===== src/rtl/imm_ext_pipe.sv =====
// imm_ext_pipe: RISC-V immediate generator with a valid/ready handshake on
// both sides. R0 is the output register and R1 is a one-deep skid register.
// The skid register lets the block accept at full rate while in_ready is
// taken straight from a flop, so out_ready has no combinational path to it.
module imm_ext_pipe #(
    parameter int XLEN        = 32,
    parameter int AUTO_DECODE = 0,
    parameter int TAG_W       = 5
) (
    input  logic             clk,
    input  logic             rst,
    input  logic             in_valid,
    output logic             in_ready,
    input  logic [31:0]      instruction,
    input  logic [2:0]       imm_src,
    input  logic [TAG_W-1:0] in_tag,
    output logic             out_valid,
    input  logic             out_ready,
    output logic [XLEN-1:0]  imm_data,
    output logic [TAG_W-1:0] out_tag,
    output logic             out_illegal,
    output logic [15:0]      illegal_cnt
);

    localparam logic [2:0] FMT_I   = 3'b000;
    localparam logic [2:0] FMT_S   = 3'b001;
    localparam logic [2:0] FMT_B   = 3'b010;
    localparam logic [2:0] FMT_U   = 3'b011;
    localparam logic [2:0] FMT_J   = 3'b100;
    localparam logic [2:0] FMT_SH  = 3'b101;
    localparam logic [2:0] FMT_BAD = 3'b110;

    typedef struct packed {
        logic [XLEN-1:0]  imm;
        logic [TAG_W-1:0] tag;
        logic             ill;
    } rsp_t;

    logic [2:0]        w_fmt;
    logic signed [31:0] w_imm32;
    logic              w_ill;
    rsp_t              w_new;
    logic              w_acc;
    logic              w_r0_free;

    rsp_t              r_r0;
    rsp_t              r_r1;
    logic              r_r0_vld;
    logic              r_r1_vld;
    logic [15:0]       r_illegal_cnt;

    // Format select: explicit imm_src, or derived from opcode/funct3.
    always_comb begin
        w_fmt = imm_src;
        if (AUTO_DECODE != 0) begin
            case (instruction[6:0])
                // funct3 001/101 are the shift-immediate ops.
                7'b0010011: w_fmt = (instruction[13:12] == 2'b01) ? FMT_SH : FMT_I;
                7'b0000011,
                7'b1100111,
                7'b1110011: w_fmt = FMT_I;
                7'b0100011: w_fmt = FMT_S;
                7'b1100011: w_fmt = FMT_B;
                7'b0110111,
                7'b0010111: w_fmt = FMT_U;
                7'b1101111: w_fmt = FMT_J;
                default:    w_fmt = FMT_BAD;
            endcase
        end
    end

    // Build a 32-bit signed immediate; widening to XLEN below sign-extends it.
    // SHAMT is built non-negative so the widening leaves it zero-extended.
    always_comb begin
        w_ill   = 1'b0;
        w_imm32 = '0;
        case (w_fmt)
            FMT_I:   w_imm32 = 32'($signed(instruction[31:20]));
            FMT_S:   w_imm32 = 32'($signed({instruction[31:25], instruction[11:7]}));
            FMT_B:   w_imm32 = 32'($signed({instruction[31], instruction[7],
                                             instruction[30:25], instruction[11:8], 1'b0}));
            FMT_U:   w_imm32 = {instruction[31:12], 12'b0};
            FMT_J:   w_imm32 = 32'($signed({instruction[31], instruction[19:12],
                                             instruction[20], instruction[30:21], 1'b0}));
            FMT_SH:  w_imm32 = (XLEN == 64) ? {26'b0, instruction[25:20]}
                                            : {27'b0, instruction[24:20]};
            default: w_ill   = 1'b1;
        endcase
    end

    assign w_new.imm = XLEN'(w_imm32);
    assign w_new.tag = in_tag;
    assign w_new.ill = w_ill;

    assign in_ready  = !r_r1_vld;
    assign w_acc     = in_valid && in_ready;
    // R0 can take new contents when it is empty or its current word leaves now.
    assign w_r0_free = !r_r0_vld || out_ready;

    // Output register: refilled from R1 first to keep order, else from input.
    always_ff @(posedge clk or posedge rst) begin
        if (rst) begin
            r_r0     <= '0;
            r_r0_vld <= 1'b0;
        end else if (w_r0_free) begin
            if (r_r1_vld) begin
                r_r0     <= r_r1;
                r_r0_vld <= 1'b1;
            end else if (w_acc) begin
                r_r0     <= w_new;
                r_r0_vld <= 1'b1;
            end else begin
                r_r0_vld <= 1'b0;
            end
        end
    end

    // Skid register: catches an accept that arrives while R0 is stalled.
    always_ff @(posedge clk or posedge rst) begin
        if (rst) begin
            r_r1     <= '0;
            r_r1_vld <= 1'b0;
        end else if (w_acc && !w_r0_free) begin
            r_r1     <= w_new;
            r_r1_vld <= 1'b1;
        end else if (r_r1_vld && out_ready) begin
            r_r1_vld <= 1'b0;
        end
    end

    // Saturating count of accepted illegal-format instructions.
    always_ff @(posedge clk or posedge rst) begin
        if (rst) begin
            r_illegal_cnt <= '0;
        end else if (w_acc && w_new.ill && (r_illegal_cnt != 16'hFFFF)) begin
            r_illegal_cnt <= r_illegal_cnt + 16'd1;
        end
    end

    assign out_valid   = r_r0_vld;
    assign imm_data    = r_r0.imm;
    assign out_tag     = r_r0.tag;
    assign out_illegal = r_r0.ill;
    assign illegal_cnt = r_illegal_cnt;

endmodule


===== config.mk =====
export PLATFORM = sky130hd
export DESIGN_NAME = imm_ext_pipe
export DESIGN_NICKNAME = d
export VERILOG_FILES = /design/src/rtl/imm_ext_pipe.sv
export SDC_FILE = /design/constraint.sdc
export NUM_CORES = 1
export LEC_CHECK = 0
export BUFFER_PORTS_ARGS = -buffer_cell sky130_fd_sc_hd__buf_2
export CAP_MARGIN = 15
export CORE_UTILIZATION = 35
export CTS_BUF_LIST = sky130_fd_sc_hd__clkbuf_16
export DETAILED_ROUTE_END_ITERATION = 12
export SLEW_MARGIN = 40
export SYNTH_ARGS = -nofsm -noshare
export SYNTH_HDL_FRONTEND = slang
export SYNTH_SLANG_ARGS = --single-unit

===== constraint.sdc =====
create_clock -name clk -period 6.8 [get_ports clk]
set_input_delay 0.68 -clock clk [delete_from_list [all_inputs] [get_ports clk]]
set_output_delay 0.68 -clock clk [all_outputs]
set_load 0.1 [all_outputs]

Yosys cells after proc, flatten, opt, wreduce, memory -nomap -nowiden
Index checks and enable logic that the tools add are counted.
Widths: inputs -> output; s select.

word-level totals
  register bits after elaboration = 94
  latch bits = 0
  RAM bits = 0
  bits in read-only memories = 0
  bits of input ports = 44
  word-level logic and storage cells = 38
  memories kept = 0

operators by class
  $add $sub $neg = 1
  $mul = 0
  div/mod/pow operators = 0
  magnitude comparators = 0
  equality and inequality tests = 6
  shifts and indexed selects = 0
  mux-type cells = 8
  bitwise gates (word level) = 0
  reductions and logical operators = 14

operators with widths
  kind                   number
  $pmux 32 s6            1
  $mux 38                2
  $add 16x1->16 const B  1
  $ne 16x16->1 const B   1
  $eq 3x2->1 const B     2
  $eq 3x3->1 const B     2
  $reduce_or 6->1        1
  $logic_and 1x1->1      5
  $mux 1                 5
  $reduce_bool 2->1      2
  $eq 3x1->1 const B     1
  $logic_not 1->1        3
  $logic_not 3->1        1
  $reduce_and 2->1       1
  $logic_or 1x1->1       1

Longest topological paths before layout
Gate-level depths: netlist (run 1).

  word-level depth = 5
  gate-level depth with buffers = 6

Worst setup path before layout (run 1)
Ideal clock, no wire load.

  path kind = register to register
  start = register r_illegal_cnt[6], in the netlist illegal_cnt[6]
  end = register r_illegal_cnt[7], in the netlist illegal_cnt[7]
  arrival = 2.155 ns
  slack = 4.485 ns
  stages on the path, launching flop included = 5
  path buffers = 0
  path through = dfrtp_1 -> nand4_1 -> or4_4 -> nand4_1 -> xnor2_1

between the ends
  word-level cells in the longest chain between the ends = 2
  elaborated cells between the ends (all ways) = 3

ends and longest elaborated chain
  element                                                                line  source
  start: declaration                                                     50    logic [15:0] r_illegal_cnt;
  start signal: assignment                                               136   r_illegal_cnt <= r_illegal_cnt + 16'd1;
  parallel branches: the longest is 2 deep, another holds $add 16x1->16  n/a

Several ways; the timed one is not identified.
A chain may end at the register's enable or synchronous reset.

Worst setup path after layout (run 1)
  start = register r_r1_vld
  end = register r_r1[35] (netlist name)

between the ends
  word-level cells in the longest chain between the ends = 3

ends and longest elaborated chain
  element                   line  source
  start: declaration        49    logic r_r1_vld;
  start signal: assignment  122   r_r1_vld <= 1'b0;
  start signal: assignment  125   r_r1_vld <= 1'b1;
  start signal: assignment  127   r_r1_vld <= 1'b0;
  $logic_not 1->1           95    assign in_ready = !r_r1_vld;
  $logic_and 1x1->1         96    assign w_acc = in_valid && in_ready;
  $logic_and 1x1->1         123   end else if (w_acc && !w_r0_free) begin
  end signal: assignment    124   r_r1 <= w_new;
  end: declaration          47    rsp_t r_r1;

Every way passes these cells.

==> out/summary.txt, run 1 <==
Outcome -> completed
Wirelength, routed -> 10.8 mm
Post-DP HPWL -> 7.42 mm
Final setup fails -> 0
Syn Std Cell Area -> 4360 um^2
Clock buffer depth -> 2
Synth Area in Simple Gates -> 19.9%
Compound-gate portion of the synthesized area -> 16.5%
Crit end category -> flip-flop
Initial drt markers -> 183
Cts hold-fix bufs -> 0
FF-to-FF path depth -> 5
Final Hold Slack -> 0.348 ns
Clock skew -> 0.0109 ns
Register bit total from synthesis -> 94
H-tree levels -> 3
EDFF count, synth -> 0
First-pass GRT wire length -> 17.5 mm
WP buf/inv -> 2
Gp weighted congestion -> 0.826
Clock root buffer -> clkbuf_16
Hold crit path type -> in2async
Die Width -> 114 um
Crit-path max FO -> 30
Slew margin rel. -> 47.3%
Seq/Total Area, Yosys -> 53.9%
Mux contribution to synthesized area -> 3.47%
Worst Path Required -> 6.98 ns
Worst Setup Path Type -> reg2reg
Reg2reg start -> r_r1_vld$_DFFE_PP0P_
Maxcap violations -> 0
DRC viols -> 0
RSZ-0062 raised after global routing -> no
Setup bufs post-CTS -> 0
Post-synthesis xor/xnor area fraction -> 2.41%
Largest family of logic cells by synthesized area -> simple AND/OR/NAND/NOR gates
FILL cells -> 1195
Final-report max-slew violation count -> 0
Fin nets -> 602
DR WL/cell -> 14.8 um
Int Power -> 1.14 mW
Area grow syn2layout -> 21.0%
Pin count of the biggest net entering global routing -> 68
Post-Synth Adder-Cell Area -> 0.516%
Sink Count -> 94
Most common cell after layout, fill and taps aside -> dfrtp_1
Share of cells above drive strength 1 -> 23.3%
Power per cell area -> 401 nW/um^2
Row cnt -> 40
Total core area -> 12100 um^2
Synth warn -> 0
DR pass1 iterations -> 4
Cell at the slowest stage of the critical path -> nor2_1
Most frequent cells in the layout -> 94 x dfrtp_1, 92 x nand2_1, 92 x buf_2
Finished Layout Cells -> 730
Max incr delay on CP -> 0.62 ns
Syn nets -> 522
Final Hold Vio Count -> 0
Initial antenna violation count -> 0
Die area -> 12900 um^2
Final period utilization -> 34.9%
Crit path launch type -> flip-flop
Vias per inst -> 4.99
Synth Instances -> 477
Crit path DAT -> 2.55 ns
Leak -> 2.45 nW
Total Routing Usage GR -> 17.4%
Synth Flop Type -> dfrtp_1
Placed inst area -> 4970 um^2
CP top delay family -> simple AND/OR/NAND/NOR gates
CTS tree -> done
Part of the power in the clock network -> 24.5%
Port buffer count -> 92
Ports -> 100
VDD IR max -> 0.157 mV
Post-synth cell types -> 44
Number of global-route vias before repair -> 3424
Logic pwr share -> 39.5%
Clock Latency Late Sink -> 0.34 ns
Fin Setup TNS -> 0 ns
Post-route ant nets -> 0
CTS Buf Count -> 9
Initial Util -> 36.2%
Clock Pin Slew Worst Setup and Hold Paths -> 0.06 ns
Post_cts resized -> 0
Total gr overflow -> 0
Post-Place Cells -> 714
FF-to-FF setup slack -> 4.42 ns
Post-layout min period -> 2.38 ns
Critical-path cell list -> inv_2, nand3_1, buf_4, nor2_1, a21oi_1
Worst slew pin tran -> 0.790 ns
Max Fclk -> 421 MHz
Post-Syn Area per Cell -> 9.15 um^2
Sequential Power Share -> 35.9%
Sw Ratio -> 46.1%
Asr flop ratio synth -> 100%
Routed via count -> 3642
Ant. Diodes -> 0
DIE HEIGHT -> 114 um
Net Sw Power -> 0.976 mW
Design area -> 5280 um^2
Worst reg2reg endpoint -> r_r1[35]$_DFFE_PP0P_
[worst register-to-register path, stage by stage, from the launching register on]
cell and delay (ns):
dfrtp_1 0.40, inv_2 0.35, nand3_1 0.35, buf_4 0.33, nor2_1 0.63, a21oi_1 0.16
[layout make-up]
type	instances	area, um^2	share of cell area [%]
well taps	168	210	3.98
inverters	9	35.0	0.664
multi-input cells	347	1880	35.7
clock inverters	7	80.1	1.52
flip-flops and latches	94	2350	44.5
repair buffers	96	494	9.36
clock buffers	9	225	4.27
[flip-flops by register name, summed over array words and instances, names as in the netlist]
name         flops
illegal_cnt     16
imm_data        32
out_illegal      1
out_tag          5
out_valid        1
r_r1            38
r_r1_vld         1
[power by group through the flow]
stage	clock network, mW	logic (mW)	registers [mW]
final	0.519	0.837	0.761
after global routing	0.556	0.881	0.778
after CTS	0.535	0.841	0.762
after detailed placement	0	0.840	0.771
after global placement	0	0.832	0.764
after floorplan	0	0.191	1.26
[metrics by stage]
| step | power [mW] | worst slack (ns) | util (%) |
|---|---|---|---|
| 4_1_cts | 2.14 | 4.44 | 43.7 |
| 6_report | 2.12 | 4.42 | 43.8 |
| 2_1_floorplan | 1.45 | 3.67 | - |
| 3_3_place_gp | 1.60 | 4.26 | 41.1 |
| 5_1_grt | 2.21 | 4.23 | 43.8 |
| 3_5_place_dp | 1.61 | 4.17 | 41.2 |
[metal layers]
layer | vias up | global-route usage [%] | wire length [um]
met3 | 12 | 3.13 | 441
met2 | 84 | 27.6 | 5250
met5 | - | 0 | 0
met1 | 1746 | 23.6 | 4900
li1 | 1800 | - | -
met4 | 0 | 7.28 | 183
[synthesized netlist by cell type (all sizes together), types with 5 or more instances]
cell type  number  share of area [%]
nand2b         14                2.0
clkbuf         21                1.8
mux2i           5                1.1
nand2          92                7.9
inv             9               0.77
and3            5               0.77
nor2           36                3.1
a21oi          48                5.5
o211ai          6                1.0
buf             6               0.72
xnor2          10                2.0
nand4           8                1.3
dfrtp          94                 54
mux2            9                2.3
o21ai          70                8.0
nand3          14                1.6
[worst max-delay path by stage]
stage                                    start                          to  cells past startpoint
after floorplan                            rst  illegal_cnt[0]$_DFFE_PP0P_                      1
after global placement              imm_src[1]    imm_data[18]$_DFFE_PP0P_                      5
after detailed placement             out_ready        r_r1[26]$_DFFE_PP0P_                      6
after CTS                 r_r1_vld$_DFFE_PP0P_        r_r1[35]$_DFFE_PP0P_                      5
after global routing      r_r1_vld$_DFFE_PP0P_        r_r1[35]$_DFFE_PP0P_                      5
final                     r_r1_vld$_DFFE_PP0P_        r_r1[35]$_DFFE_PP0P_                      5
[kinds of logic after synthesis]
kind of cell / Yosys count
buf+inv: 36
flops: 94
compound gates: 135
mux: 14
fa+ha+maj: 2
simple gates: 184
xor+xnor: 12
(Power assumes the default switching activity.)
==> run 2, diff against run 1 <==
==> constraint.sdc (replaced) <==
create_clock -name clk -period 2.3 [get_ports clk]
set_input_delay 0.23 -clock clk [delete_from_list [all_inputs] [get_ports clk]]
set_output_delay 0.23 -clock clk [all_outputs]
set_load 0.1 [all_outputs]
==> run 2 against run 1 <==
Effect of this change: setup slack worse by 4.0 ns; sequential power grew to 3.0 times the previous value; critical path depth unchanged; clock skew fell by 0.0067 ns; combinational power increased to 3.0 times the previous value; die area unchanged; cell area is 2.0% higher; count of clock-buffer cells in the layout stayed put; power grew to 3.0 times the previous value; critical path type unchanged; critical endpoint is now imm_data[10]$_DFFE_PP0P_; largest cell class unchanged.
==> out/summary.txt, run 2 (same netlist as run 1, synthesis figures left out) <==
Outcome -> completed
Gp weighted congestion -> 0.782 (-5.3%)
DRC viols -> 0 (unchanged)
Most flops, register -> r_r1
Number of global-route vias before repair -> 3478 (+1.6%)
Initial drt markers -> 227 (+24%)
CTS tree -> done
H-tree levels -> 3 (unchanged)
Area of the multi-input gates -> 1880 um^2 (-0.40%)
Max Fclk -> 524 MHz (+25%)
Total Routing Usage GR -> 17.6% (+0.16 points)
Cts hold-fix bufs -> 0 (unchanged)
Post_cts resized -> 0 (unchanged)
First-pass GRT wire length -> 17.5 mm (-0.19%)
Routed via count -> 3687 (+1.2%)
Worst Path Required -> 2.53 ns (-4.45 ns)
Row cnt -> 40 (unchanged)
Slew margin rel. -> 48.6% (+1.3 points)
Placed inst area -> 5040 um^2 (+1.5%)
Wirelength, routed -> 10.6 mm (-1.6%)
Post-layout min period -> 1.91 ns (-0.469 ns)
Pin count of the biggest net entering global routing -> 95 (+40%)
Total core area -> 12100 um^2 (unchanged)
Cell at the slowest stage of the critical path -> dfrtp_1
Final Hold Vio Count -> 0 (unchanged)
Final period utilization -> 82.9% (+48 points)
Critical-path cell list -> buf_4, nor2_1, nor2_1, buf_4, mux2_2
Crit-path max FO -> 29 (-3.3%)
Clock skew -> 0.00421 ns (-0.00667 ns)
DR WL/cell -> 14.4 um (-2.8%)
Final Hold Slack -> 0.00860 ns (-0.339 ns)
Vias per inst -> 4.99 (about the same)
Hold crit path type -> in2async
Sw Ratio -> 45.4% (-0.71 points)
FF-to-FF path depth -> 5 (unchanged)
Critical path depth -> 5 (unchanged)
Power per cell area -> 1190 nW/um^2 (+200%)
VDD IR max -> 0.507 mV (+220%)
Ports -> 100 (unchanged)
Leak -> 2.50 nW (+2.0%)
Part of the power in the clock network -> 26.3% (+1.8 points)
Final-report max-slew violation count -> 0 (unchanged)
Post-route ant nets -> 0 (unchanged)
DR pass1 iterations -> 4 (unchanged)
Setup bufs post-CTS -> 0 (unchanged)
Share of cells above drive strength 1 -> 25.0% (+1.7 points)
CP top delay family -> buffers and inverters
Clock Latency Late Sink -> 0.34 ns (about the same)
Maxcap violations -> 0 (unchanged)
RSZ-0062 raised after global routing -> no
Storage element area -> 2350 um^2 (about the same)
Crit end category -> flip-flop
Sink Count -> 94 (unchanged)
Crit path launch type -> flip-flop
Clock buffer depth -> 2 (unchanged)
WP buf/inv -> 2 (unchanged)
Initial Util -> 36.2% (unchanged)
Net Sw Power -> 2.92 mW (+200%)
Clock Pin Slew Worst Setup and Hold Paths -> 0.06 ns (about the same)
Crit path DAT -> 2.14 ns (-0.41 ns)
Area grow syn2layout -> 23.5%
Fin nets -> 611 (+1.5%)
Most frequent cells in the layout -> 93 x dfrtp_1, 92 x nand2_1, 92 x buf_2
Design area -> 5390 um^2 (+2.0%)
Fin Setup TNS -> 0 ns (unchanged)
Sequential Power Share -> 35.1% (-0.8 points)
Clock root buffer -> clkbuf_16
Post-Route Utilization -> 44.7% (+0.88 points)
Reg2reg start -> r_r1_vld$_DFFE_PP0P_
Initial antenna violation count -> 0 (unchanged)
DIE HEIGHT -> 114 um (unchanged)
FILL cells -> 1190 (-0.42%)
Ant. Diodes -> 0 (unchanged)
Worst slew pin tran -> 0.768 ns (-0.0220 ns)
Die area -> 12900 um^2 (unchanged)
Post-DP HPWL -> 7.47 mm (+0.70%)
Int Power -> 3.51 mW (+210%)
Worst reg2reg endpoint -> imm_data[10]$_DFFE_PP0P_
FF-to-FF setup slack -> 0.39 ns (-4.03 ns)
Max reg flops -> 38 (unchanged)
Worst Setup Path Type -> reg2reg
Most common cell after layout, fill and taps aside -> dfrtp_1
Final setup fails -> 0 (unchanged)
Logic pwr share -> 38.6% (-0.9 points)
Port buffer count -> 92 (unchanged)
CTS Buf Count -> 9 (unchanged)
Pwr Total -> 6.43 mW (+200%)
Die Width -> 114 um (unchanged)
Total gr overflow -> 0 (unchanged)
Max incr delay on CP -> 0.57 ns (-0.05 ns)
-- run 2: power groups by stage --
stage,combinational (mW),sequential (mW),clock (mW)
final,2.48,2.26,1.69
after global routing,2.62,2.31,1.79
after CTS,2.50,2.26,1.73
after detailed placement,2.50,2.28,0
after global placement,2.48,2.26,0
after floorplan,0.565,3.73,0
-- run 2: worst max-delay path by stage --
stage,slack (ns),startpoint,endpoint
floorplan,0.02,illegal_cnt[7]$_DFFE_PP0P_,illegal_cnt[3]$_DFFE_PP0P_
global placement,0.39,imm_src[0],imm_data[24]$_DFFE_PP0P_
detailed placement,0.34,imm_src[0],imm_data[24]$_DFFE_PP0P_
CTS,0.37,r_r1_vld$_DFFE_PP0P_,imm_data[10]$_DFFE_PP0P_
global route,0.23,r_r1_vld$_DFFE_PP0P_,imm_data[24]$_DFFE_PP0P_
finish,0.39,r_r1_vld$_DFFE_PP0P_,imm_data[10]$_DFFE_PP0P_
-- run 2: area by class of cell --
class | count | area share, %
Sequential cell | 94 | 43.7
Multi-Input combinational cell | 347 | 34.8
Timing Repair Buffer | 105 | 10.6
Clock buffer | 9 | 4.18
Tap cell | 168 | 3.90
Clock inverter | 7 | 2.11
Inverter | 9 | 0.697
-- run 2: layer usage --
metal  wire, um  up-vias  share of wire (%)  track usage, %
met1       4880     1773                 46            23.6
met4        223        0                2.1            8.86
met5          0        -                  0               0
met2       5070       84                 48            27.5
li1           -     1817                  -               -
met3        433       13                4.1            3.13
-- run 2: stage by stage --
stage / setup WS (ns) / cells
floorplan: 0.0219 / 477
detailed placement: 0.339 / 723
CTS: 0.375 / 739
global placement: 0.392 / 723
global route: 0.234 / 739
finish: 0.393 / 739
-- run 2: worst register-to-register path, delay by kind of cell, from the launching register on --
kind | cells | cell delay, ns
buf+inv | 2 | 0.64
flops | 1 | 0.57
mux | 1 | 0.39
simple gates | 2 | 0.21
==> run 3, diff against run 2 <==
==> constraint.sdc (replaced) <==
create_clock -name clk -period 1.8 [get_ports clk]
set_input_delay 0.18 -clock clk [delete_from_list [all_inputs] [get_ports clk]]
set_output_delay 0.18 -clock clk [all_outputs]
set_load 0.1 [all_outputs]
==> run 3 against run 2 <==
Effect of this change: routed wire length grew 2.2%; register-to-register slack lost 0.21 ns; largest power group unchanged; largest cell class unchanged; highest routed layer unchanged; via count grew 0.33%; critical endpoint is now in_ready; cell area grew 2.1%.
==> out/summary.txt, run 3 (same netlist as run 1, synthesis figures left out) <==
Outcome -> completed
Total Routing Usage GR -> 17.7% (+0.054 points)
Most flops, register -> r_r1
Leak -> 2.52 nW (+0.84%)
Maxcap violations -> 0 (unchanged)
Wirelength, routed -> 10.8 mm (+2.2%)
Max reg flops -> 38 (unchanged)
DR WL/cell -> 14.6 um (+1.4%)
Clock Latency Late Sink -> 0.34 ns (about the same)
RSZ-0062 raised after global routing -> no
Die Width -> 114 um (unchanged)
CTS tree -> done
Most frequent cells in the layout -> 92 x nand2_1, 91 x buf_2, 77 x dfrtp_1
Clock Pin Slew Worst Setup and Hold Paths -> 0.06 ns (about the same)
Final period utilization -> 91.1%
Worst slew pin tran -> 0.648 ns (-0.120 ns)
VDD IR max -> 0.600 mV (+18%)
Vias per inst -> 4.97 (-0.48%)
Ant. Diodes -> 0 (unchanged)
Crit path launch type -> flip-flop
Hold crit path type -> in2reg
Total core area -> 12100 um^2 (unchanged)
DRC viols -> 0 (unchanged)
Crit path DAT -> 1.46 ns (-0.68 ns)
Pin count of the biggest net entering global routing -> 55 (-42%)
Crit-path max FO -> 17 (-41%)
Sink Count -> 94 (unchanged)
Post-Route Utilization -> 45.6% (+0.95 points)
DIE HEIGHT -> 114 um (unchanged)
Top layer in use -> met4
Post-route ant nets -> 0 (unchanged)
Routed via count -> 3699 (+0.33%)
Fin nets -> 617 (+0.98%)
Worst Setup Path Type -> reg2out
Most common cell after layout, fill and taps aside -> nand2_1
Share of cells above drive strength 1 -> 28.6% (+3.6 points)
Initial Util -> 36.2% (unchanged)
Power per cell area -> 1480 nW/um^2 (+24%)
CTS Buf Count -> 9 (unchanged)
Finished Layout Cells -> 745 (+0.81%)
Clock buffer depth -> 2 (unchanged)
Port buffer count -> 92 (unchanged)
Final setup fails -> 0 (unchanged)
Max Fclk -> 610 MHz
DR pass1 iterations -> 4 (unchanged)
Slew margin rel. -> 56.5% (+7.9 points)
First-pass GRT wire length -> 17.7 mm (+1.3%)
Post-layout min period -> 1.64 ns
Die area -> 12900 um^2 (unchanged)
Gp weighted congestion -> 0.776 (-0.74%)
Row cnt -> 40 (unchanged)
Storage element area -> 2370 um^2 (+0.85%)
Setup bufs post-CTS -> 0 (unchanged)
Initial drt markers -> 199 (-12%)
Ports -> 100 (unchanged)
Post-DP HPWL -> 7.70 mm (+3.1%)
FILL cells -> 1201 (+0.92%)
H-tree levels -> 3 (unchanged)
Area of the multi-input gates -> 1920 um^2 (+2.3%)
Clock skew -> 0.00263 ns (-0.00158 ns)
Area grow syn2layout -> 26.1%
Clock root buffer -> clkbuf_16
Worst Path Required -> 1.62 ns (-0.91 ns)
Detail Route met3 WL -> 448 um (+3.5%)
Met2 Wirelength -> 5.11 mm (+0.77%)
Crit end category -> output pin
Final-report max-slew violation count -> 0 (unchanged)
Final Hold Vio Count -> 0 (unchanged)
Number of global-route vias before repair -> 3514 (+1.0%)
Initial antenna violation count -> 0 (unchanged)
Total gr overflow -> 0 (unchanged)
Routed metal-1 wirelength -> 5.09 mm (+4.2%)
Post-Place Cells -> 728 (+0.69%)
-- run 3: changes by cell type in the layout (fill, tap and decap cells not counted), sizes merged --
cell         delta
clkinv          +2
clkinvlp        -1
dlygate4sd3     +1
buf             +5
bufinv          -1
-- run 3: final timing paths --
check	startpoint	endpoint	slack [ns]	cells past startpoint
worst max register to register	r_r1_vld$_DFFE_PP0P_	illegal_cnt[7]$_DFFE_PP0P_	0.18	5
max in group asynchronous	rst	out_tag[0]$_DFFE_PP0P_	0.77	4
min in group asynchronous	rst	illegal_cnt[0]$_DFFE_PP0P_	0.40	3
worst min-delay path	in_tag[0]	r_r1[1]$_DFFE_PP0P_	0.05	3
worst max-delay path	r_r1_vld$_DFFE_PP0P_	in_ready	0.16	4
worst min register to register	out_tag[4]$_DFFE_PP0P_	out_tag[4]$_DFFE_PP0P_	0.48	2
-- run 3: critical path: stages (launching register included) --
cell and delay (ns):
dfrtp_1 0.42, buf_4 0.21, inv_2 0.12, buf_4 0.18
buf_12 0.18
-- run 3: per-layer routing --
layer  track usage (%)  up-vias
met4              7.54        0
li1                  -     1830
met2              28.4       80
met1              23.8     1778
met5                 0        -
met3              2.71       11
-- run 3: what timing repair did --
action / 4_1_cts / 5_1_grt
hold buffers: 1 / 0
endpoints found under the setup margin: 0 / 5
gates resized for setup: 0 / 2
endpoints found under the hold margin: 16 / 0
-- run 3: through the flow --
stage	worst slack (ns)	setup TNS, ns	total power, mW	area, um^2	hold slack [ns]
2_1_floorplan	-0.0752	-0.211	5.53	4430	0.276
3_3_place_gp	0.168	0	6.14	5170	0.219
3_5_place_dp	0.132	0	6.19	5170	0.220
4_1_cts	0.118	0	8.22	5490	0.0420
5_1_grt	0.0361	0	8.54	5500	0.0620
6_report	0.159	0	8.15	5500	0.0518
-- run 3: power breakdown --
part,leakage (nW),internal (mW),switching (mW)
logic,1.21,0.603,2.63
registers,1.16,2.59,0.322
clock network,0.149,1.21,0.793
-- run 3: area by class of cell --
cell class | count | share of cell area (%)
clock inverter | 7 | 1.59
timing repair buffer | 111 | 11.8
multi-input combinational | 347 | 34.9
inverter | 9 | 0.682
sequential | 94 | 43.1
clock buffer | 9 | 4.09
tap | 168 | 3.82
